`src/rtl/riscv_pkg.sv`:
```
// riscv_pkg: shared RISC-V constants, load/store type encodings, LSU state enum and alignment helpers
package riscv_pkg;
  localparam int XLEN = 32;
  localparam logic [6:0] OP_LOAD   = 7'b0000011;
  localparam logic [6:0] OP_STORE  = 7'b0100011;
  localparam logic [6:0] OP_OP     = 7'b0110011;
  localparam logic [6:0] OP_OP_IMM = 7'b0010011;
  localparam logic [6:0] OP_BRANCH = 7'b1100011;
  localparam logic [6:0] OP_LUI    = 7'b0110111;
  localparam logic [6:0] OP_AUIPC  = 7'b0010111;
  localparam logic [6:0] OP_JAL    = 7'b1101111;
  localparam logic [6:0] OP_JALR   = 7'b1100111;
  localparam logic [3:0] ALU_ADD  = 4'd0;
  localparam logic [3:0] ALU_SUB  = 4'd1;
  localparam logic [3:0] ALU_AND  = 4'd2;
  localparam logic [3:0] ALU_OR   = 4'd3;
  localparam logic [3:0] ALU_XOR  = 4'd4;
  localparam logic [3:0] ALU_SLL  = 4'd5;
  localparam logic [3:0] ALU_SRL  = 4'd6;
  localparam logic [3:0] ALU_SRA  = 4'd7;
  localparam logic [3:0] ALU_SLT  = 4'd8;
  localparam logic [3:0] ALU_SLTU = 4'd9;
  localparam logic [1:0] STORE_SB  = 2'b00;
  localparam logic [1:0] STORE_SH  = 2'b01;
  localparam logic [1:0] STORE_SW  = 2'b10;
  localparam logic [1:0] STORE_DEF = 2'b11;
  localparam logic [2:0] LOAD_LB  = 3'b000;
  localparam logic [2:0] LOAD_LH  = 3'b001;
  localparam logic [2:0] LOAD_LW  = 3'b010;
  localparam logic [2:0] LOAD_LBU = 3'b011;
  localparam logic [2:0] LOAD_LHU = 3'b100;
  localparam logic [2:0] LOAD_DEF = 3'b111;
  typedef enum logic [1:0] {S_IDLE, S_REQ, S_WAIT_R, S_DONE} lsu_state_t;
  function automatic logic load_aligned(input logic [2:0] t, input logic [1:0] o);
    return (t == LOAD_LB || t == LOAD_LBU) ? 1'b1 : (t == LOAD_LH || t == LOAD_LHU) ? ~o[0] : (o == 2'b00);
  endfunction
  function automatic logic store_aligned(input logic [1:0] t, input logic [1:0] o);
    return (t == STORE_SB) ? 1'b1 : (t == STORE_SH) ? ~o[0] : (o == 2'b00);
  endfunction
endpackage

```
`src/rtl/mem_access_unit_if.sv`:
```
// mem_access_unit_if: data-memory req/gnt/rvalid bus; master = LSU (req/we/addr/be/wdata out), slave = memory (gnt/rvalid/rdata out)
interface mem_access_unit_if;
  logic        dmem_req;
  logic        dmem_we;
  logic [31:0] dmem_addr;
  logic [3:0]  dmem_be;
  logic [31:0] dmem_wdata;
  logic        dmem_gnt;
  logic        dmem_rvalid;
  logic [31:0] dmem_rdata;
  modport master (output dmem_req, dmem_we, dmem_addr, dmem_be, dmem_wdata, input dmem_gnt, dmem_rvalid, dmem_rdata);
  modport slave  (input dmem_req, dmem_we, dmem_addr, dmem_be, dmem_wdata, output dmem_gnt, dmem_rvalid, dmem_rdata);
endinterface

```
`src/rtl/mem_access_unit_load_align.sv`:
```
// load_align: picks the byte/half lane of rdata at offset and sign/zero-extends per load_type (rdata, offset, load_type in; data out)
module load_align
  import riscv_pkg::*;
(
  input  logic [31:0] rdata,
  input  logic [1:0]  offset,
  input  logic [2:0]  load_type,
  output logic [31:0] data
);
  logic [7:0]  b;
  logic [15:0] h;
  always_comb begin
    b = rdata[{offset, 3'b000} +: 8];
    h = offset[1] ? rdata[31:16] : rdata[15:0];
    data = load_type == LOAD_LB  ? {{24{b[7]}}, b} :
           load_type == LOAD_LBU ? {24'b0, b} :
           load_type == LOAD_LH  ? {{16{h[15]}}, h} :
           load_type == LOAD_LHU ? {16'b0, h} : rdata;
  end
endmodule

```
`src/rtl/mem_access_unit.sv`:
```
// mem_access_unit: single-outstanding load/store unit; pipeline controls in, stall/resp_valid/load_data/misaligned out, dmem bus via interface
module mem_access_unit
  import riscv_pkg::*;
#(
  parameter int XLEN = 32
) (
  input  logic             clk,
  input  logic             rst_n,
  input  logic             in_valid,
  input  logic             mem_write,
  input  logic [1:0]       mem_store_type,
  input  logic             wb_load,
  input  logic [2:0]       mem_load_type,
  input  logic [XLEN-1:0]  addr,
  input  logic [XLEN-1:0]  store_data,
  output logic             stall,
  output logic             resp_valid,
  output logic [XLEN-1:0]  load_data,
  output logic             misaligned,
  mem_access_unit_if.master dmem
);
  lsu_state_t state_q, state_d;
  logic [XLEN-1:0] addr_q, wdata_q, load_data_q, ext_data, wdata_d;
  logic [3:0] be_q, be_d;
  logic [1:0] off_q;
  logic [2:0] ltype_q;
  logic load_q, is_load, is_store, aligned, req_ok, start;
  assign is_load    = wb_load;
  assign is_store   = mem_write & (mem_store_type != STORE_DEF) & ~wb_load;
  assign aligned    = is_load ? load_aligned(mem_load_type, addr[1:0]) : store_aligned(mem_store_type, addr[1:0]);
  assign req_ok     = rst_n & in_valid & (is_load | is_store) & (state_q == S_IDLE);
  assign start      = req_ok & aligned;
  assign misaligned = req_ok & ~aligned;
  assign stall      = start | (state_q == S_REQ) | (state_q == S_WAIT_R);
  assign resp_valid = state_q == S_DONE;
  assign load_data  = load_data_q;
  always_comb begin
    be_d    = is_load ? 4'b1111 :
              mem_store_type == STORE_SB ? 4'b0001 << addr[1:0] :
              mem_store_type == STORE_SH ? 4'b0011 << {addr[1], 1'b0} : 4'b1111;
    wdata_d = is_load ? '0 :
              mem_store_type == STORE_SB ? {4{store_data[7:0]}} :
              mem_store_type == STORE_SH ? {2{store_data[15:0]}} : store_data;
  end
  always_comb begin
    state_d = state_q;
    case (state_q)
      S_IDLE:   state_d = start ? S_REQ : S_IDLE;
      S_REQ:    state_d = dmem.dmem_gnt ? (load_q ? S_WAIT_R : S_DONE) : S_REQ;
      S_WAIT_R: state_d = dmem.dmem_rvalid ? S_DONE : S_WAIT_R;
      default:  state_d = S_IDLE;
    endcase
    dmem.dmem_req   = state_q == S_REQ;
    dmem.dmem_we    = dmem.dmem_req & ~load_q;
    dmem.dmem_addr  = dmem.dmem_req ? addr_q : '0;
    dmem.dmem_be    = dmem.dmem_req ? be_q : '0;
    dmem.dmem_wdata = dmem.dmem_req ? wdata_q : '0;
  end
  always_ff @(posedge clk) begin
    if (!rst_n) begin
      state_q     <= S_IDLE;
      addr_q      <= '0;
      wdata_q     <= '0;
      be_q        <= '0;
      off_q       <= '0;
      ltype_q     <= '0;
      load_q      <= 1'b0;
      load_data_q <= '0;
    end else begin
      state_q <= state_d;
      if (start) begin
        addr_q  <= {addr[XLEN-1:2], 2'b00};
        off_q   <= addr[1:0];
        ltype_q <= mem_load_type;
        load_q  <= is_load;
        be_q    <= be_d;
        wdata_q <= wdata_d;
      end
      if (state_q == S_WAIT_R && dmem.dmem_rvalid) load_data_q <= ext_data;
    end
  end
  load_align u_align (
    .rdata    (dmem.dmem_rdata),
    .offset   (off_q),
    .load_type(ltype_q),
    .data     (ext_data)
  );
endmodule

```
`src/flat_wrapper.sv`:
```
// flat-port wrapper written by rule: the top's interface ports become plain ports
module mem_access_unit_flat import riscv_pkg::*;
#(
  parameter int XLEN = 32
)
  (clk, rst_n, in_valid, mem_write, mem_store_type, wb_load, mem_load_type, addr, store_data, stall, resp_valid, load_data, misaligned, dmem_dmem_req, dmem_dmem_we, dmem_dmem_addr, dmem_dmem_be, dmem_dmem_wdata, dmem_dmem_gnt, dmem_dmem_rvalid, dmem_dmem_rdata);
  mem_access_unit_if dmem_i ();
  input  logic clk;
  input  logic rst_n;
  input  logic in_valid;
  input  logic mem_write;
  input  logic [1:0] mem_store_type;
  input  logic wb_load;
  input  logic [2:0] mem_load_type;
  input  logic [XLEN-1:0] addr;
  input  logic [XLEN-1:0] store_data;
  output logic stall;
  output logic resp_valid;
  output logic [XLEN-1:0] load_data;
  output logic misaligned;
  output wire logic [$bits(dmem_i.dmem_req)-1:0] dmem_dmem_req;
  output wire logic [$bits(dmem_i.dmem_we)-1:0] dmem_dmem_we;
  output wire logic [$bits(dmem_i.dmem_addr)-1:0] dmem_dmem_addr;
  output wire logic [$bits(dmem_i.dmem_be)-1:0] dmem_dmem_be;
  output wire logic [$bits(dmem_i.dmem_wdata)-1:0] dmem_dmem_wdata;
  input wire logic [$bits(dmem_i.dmem_gnt)-1:0] dmem_dmem_gnt;
  input wire logic [$bits(dmem_i.dmem_rvalid)-1:0] dmem_dmem_rvalid;
  input wire logic [$bits(dmem_i.dmem_rdata)-1:0] dmem_dmem_rdata;
  assign dmem_dmem_req = dmem_i.dmem_req;
  assign dmem_dmem_we = dmem_i.dmem_we;
  assign dmem_dmem_addr = dmem_i.dmem_addr;
  assign dmem_dmem_be = dmem_i.dmem_be;
  assign dmem_dmem_wdata = dmem_i.dmem_wdata;
  assign dmem_i.dmem_gnt = dmem_dmem_gnt;
  assign dmem_i.dmem_rvalid = dmem_dmem_rvalid;
  assign dmem_i.dmem_rdata = dmem_dmem_rdata;
  mem_access_unit #(.XLEN(XLEN)) u_core (.clk(clk), .rst_n(rst_n), .in_valid(in_valid), .mem_write(mem_write), .mem_store_type(mem_store_type), .wb_load(wb_load), .mem_load_type(mem_load_type), .addr(addr), .store_data(store_data), .stall(stall), .resp_valid(resp_valid), .load_data(load_data), .misaligned(misaligned), .dmem(dmem_i));
endmodule
```
`config.mk`:
```
export PLATFORM = sky130hd
export DESIGN_NAME = mem_access_unit_flat
export DESIGN_NICKNAME = d
export VERILOG_FILES = /design/src/rtl/riscv_pkg.sv /design/src/rtl/mem_access_unit_if.sv /design/src/rtl/mem_access_unit_load_align.sv /design/src/rtl/mem_access_unit.sv /design/src/flat_wrapper.sv
export SDC_FILE = /design/constraint.sdc
export NUM_CORES = 1
export LEC_CHECK = 0
export BUFFER_PORTS_ARGS = -buffer_cell sky130_fd_sc_hd__clkbuf_2
export CAP_MARGIN = 20
export CORE_UTILIZATION = 30
export CTS_CLUSTER_DIAMETER = 120
export DETAILED_ROUTE_END_ITERATION = 10
export GPL_ROUTABILITY_DRIVEN = 0
export SYNTH_ARGS = -nofsm -noshare
export SYNTH_HDL_FRONTEND = slang
export SYNTH_SLANG_ARGS = --single-unit
```
`constraint.sdc`:
```
create_clock -name clk -period 4.45 [get_ports clk]
set_input_delay 0.89 -clock clk [delete_from_list [all_inputs] [get_ports clk]]
set_output_delay 0.89 -clock clk [all_outputs]
set_load 0.005 [all_outputs]
```
==> summary.txt <==
Power and ir drop
  – Maximum vdd ir drop: 0.180 mV
  – Switching Share: 27.4%
  – Power density over the cells: 310 nW/um^2
  – Net switching component of the power: 605 uW
  – Part of the power in registers: 45.9%
  – Relative contribution of combinational cells to total power: 15.4%
  – Leakage: 0.00314 uW
  – Clk pwr share: 38.7%
  – Internal power: 1600 uW

Layout
  – Signed area change from the synthesized netlist to the final layout: 25.2%
  – Commonest non-fill, non-tap cell in the layout: clkbuf_2
  – Sequential standard cell area: 2120 um^2
  – Share of the core filled with cells in the final layout: 38.3%
  – Layout cells sized above 1: 32.0%
  – Total Nets Final: 954
  – Antenna diode count: 0
  – Number of filler cells placed in the layout: 1964
  – Area used by multi-input combinational logic: 3230 um^2
  – Most used cells in the layout excluding fill and tap cells: clkbuf_2, dfxtp_1, nand2_1

Worst setup path
  – Critical path's most frequent cell: clkbuf_2
  – Critical path fanouts, max: 14
  – Worst path max stage delay: 0.45 ns
  – Ordered cell list for the critical path: clkbuf_2 > nand3b_1 > o221a_1 > nand3_2 > nand3_1 > clkbuf_2
  – Slowest cell on the critical path: o221a_1
  – Worst Path Required: 3.56 ns
  – Family with the most delay on the worst path: simple AND/OR/NAND/NOR gates
  – Sort of element at the end of the critical path: primary output
  – Crit path launch type: input pin
  – Critical path buffers and inverters: 2
  – Critical Setup Path Class: input pin to primary output
  – Worst path arrival time: 2.27 ns
  – Worst r2r src: u_core.off_q[0]$_SDFFE_PN0P_
  – Worst setup path start: mem_store_type[0]
  – Flop2flop setup slack: 2.05 ns

Logic synthesis
  – Cells after Synth: 681
  – Netlist area before placement: 5690 um^2
  – EDFF count, synth: 0
  – Synth warnings: 0
  – Synth Area per Inst: 8.36 um^2
  – Share of the yosys chip area belonging to registers: 37.3%
  – Dominant synthesized flop cell: dfxtp_1
  – Fraction of registers with async set/reset: 0%
  – Yosys reg bits: 106
  – Number of distinct library cells after synthesis: 51

Global route
  – Maximum number of pins on one net before global-route repair: 66
  – Initial antenna violation count: 0
  – Via count of the first global-routing pass: 4990
  – Wire length of the first global-routing pass: 27900 um
  – Global routing usage summed across all routing layers: 18.2%
  – Total gr overflow: 0

Timing
  – Final-report max-slew violation count: 0
  – Period utilization: 71.0%
  – Crit path time final: 3.16 ns
  – Final hold viol count: 0
  – Sum of negative setup slack: 0 ns
  – Transition time of the tightest slew-check pin: 1.08 ns
  – Max-slew headroom: 27.6%
  – Worst Clk Skew: 0.00840 ns
  – Setup-violating endpoint count in the final report: 0
  – FMAX: 316 MHz
  – Setup repair after global routing missed its margin: false

Clocking
  – Clock sink total: 106
  – Hold buffer count at CTS: 0
  – Cts bufs inserted: 9
  – Root buf cell: clkbuf_16
  – Worst-case clock buffer depth: 2
  – Maximum level of the CTS H-tree: 3
  – Clk_lat worst skew: 0.35 ns
  – Number of gates given a new drive strength after cts: 0
  – Clock-pin slew on the worst setup and hold paths: 0.07 ns
  – Clock tree from TritonCTS: yes
  – Setup Fix Bufs, Post-CTS: 0

Floorplan
  – Number of rows in the core area: 50
  – Overall die area: 19500 um^2
  – Initial core utilization: 30.5%
  – Die X: 140 um
  – Height of the chip: 140 um
  – Core footprint: 18600 um^2
  – Number of primary I/O pins: 213

Routing
  – Post-route DRC: 0
  – Remaining antenna violation count: 0
  – 1st-pass router iterations: 5
  – Number of DRC markers after the initial detailed-route iteration: 315
  – Via count of the routed design: 5527
  – Average wire length per cell after detail routing: 16.6 um
  – Via/cell ratio: 5.09
  – Wirelength, routed: 18100 um

Job
  – Max-cap violation count: 0

Place
  – Total of buffers placed on input and output ports: 210
  – Detailed placement HPWL: 12600 um

Hold path
  – Origin of the worst min-delay path: u_core.addr_q[3]$_SDFFE_PN0P_
  – Hold/Removal Path Class: flop to flop

Status
  – Outcome: finished, final reports clean
final cells by class:
type	count	share of cell area [%]
Clock buffer	12	3.74
Clock inverter	4	0.684
Inverter	7	0.368
Multi-Input combinational cell	500	45.3
Sequential cell	106	29.8
Tap cell	234	4.11
Timing Repair Buffer	222	16.1
power groups by stage:
stage          Clock (uW)  Sequential [uW]  Combinational [uW]
6_report              854             1010                 340
5_1_grt               912             1020                 374
4_1_cts               885             1010                 340
3_5_place_dp            0             1040                 338
3_3_place_gp            0             1040                 338
2_1_floorplan           0             1020                 223
per-layer routing:
| metal | routed length, um | track usage (%) | up-vias | share of wire, % |
|---|---|---|---|---|
| met4 | 319 | 5.73 | 0 | 1.8 |
| li1 | - | - | 2744 | - |
| met3 | 1270 | 3.72 | 20 | 7.0 |
| met1 | 8410 | 26.0 | 2518 | 47 |
| met2 | 8060 | 27.4 | 245 | 45 |
| met5 | 0 | 0 | - | 0 |
per-stage QoR:
step	power, uW	area, um^2	instances	hold slack [ns]	worst slack, ns
after floorplan	1240	5700	682	0.424	1.56
after global placement	1370	6800	1067	0.431	1.32
after detailed placement	1370	6800	1067	0.439	1.30
after CTS	2240	7110	1083	0.450	1.30
after global routing	2310	7130	1085	0.467	1.13
final	2210	7130	1085	0.446	1.29
logic make-up (layout without fill, tap and decap cells):
kind of cell | count (synthesis) | count (layout) | share of synthesized area (%)
AO/OA/AOI/OAI | 178 | 178 | 19.4
XOR/XNOR | 4 | 4 | 0.879
buffers and inverters | 76 | 245 | 6.20
flip-flops | 106 | 106 | 37.3
multiplexers | 67 | 67 | 13.8
other | 1 | 2 | 0.0659
AND/OR/NAND/NOR | 249 | 249 | 22.5
flip-flops by register name, summed over array words and instances (netlist names):
signal,cells
u_core.addr_q,30
u_core.be_q,4
u_core.load_data,32
u_core.load_q,1
u_core.ltype_q,3
u_core.off_q,2
u_core.state_q,2
u_core.wdata_q,32
path summary, 6_finish.rpt:
path,depth (start not counted),end
worst max-delay path,6,stall
worst min-delay path,2,u_core.addr_q[3]$_SDFFE_PN0P_
worst max register to register,4,u_core.load_data[9]$_SDFFE_PN0N_
worst min register to register,2,u_core.addr_q[3]$_SDFFE_PN0P_
cell usage after synthesis (2+ instances only):
library cell | count | area share, %
dfxtp_1 | 106 | 37
nand2_1 | 102 | 6.7
and2_1 | 66 | 7.3
mux2i_1 | 48 | 8.4
o21ai_0 | 48 | 4.2
clkbuf_1 | 41 | 2.7
o21ai_1 | 33 | 2.9
nand4_1 | 32 | 3.5
a21oi_1 | 29 | 2.5
nand3_1 | 22 | 1.9
buf_2 | 18 | 1.6
o211ai_1 | 17 | 2.2
mux2_2 | 11 | 2.2
a211o_1 | 8 | 1.2
a21o_1 | 8 | 1.1
mux4_2 | 8 | 3.2
a21boi_0 | 7 | 0.92
a22oi_1 | 7 | 0.92
buf_4 | 6 | 0.79
inv_1 | 6 | 0.40
a31o_2 | 5 | 0.77
nor2_1 | 5 | 0.33
nor4_1 | 5 | 0.55
nand2b_1 | 4 | 0.44
buf_6 | 3 | 0.59
nand3b_1 | 3 | 0.40
nor2b_1 | 3 | 0.33
o221a_1 | 3 | 0.59
a211oi_1 | 2 | 0.26
a21boi_1 | 2 | 0.26
nor3_2 | 2 | 0.35
xor2_1 | 2 | 0.31
worst register-to-register path, delay by kind of cell, from the launching register on:
kind | cells | cell delay (ns)
flip-flops | 1 | 0.75
multiplexers | 1 | 0.64
AO/OA/AOI/OAI | 2 | 0.65
buffers and inverters | 1 | 0.25
Note: power is estimated with default switching activity, not from simulation.
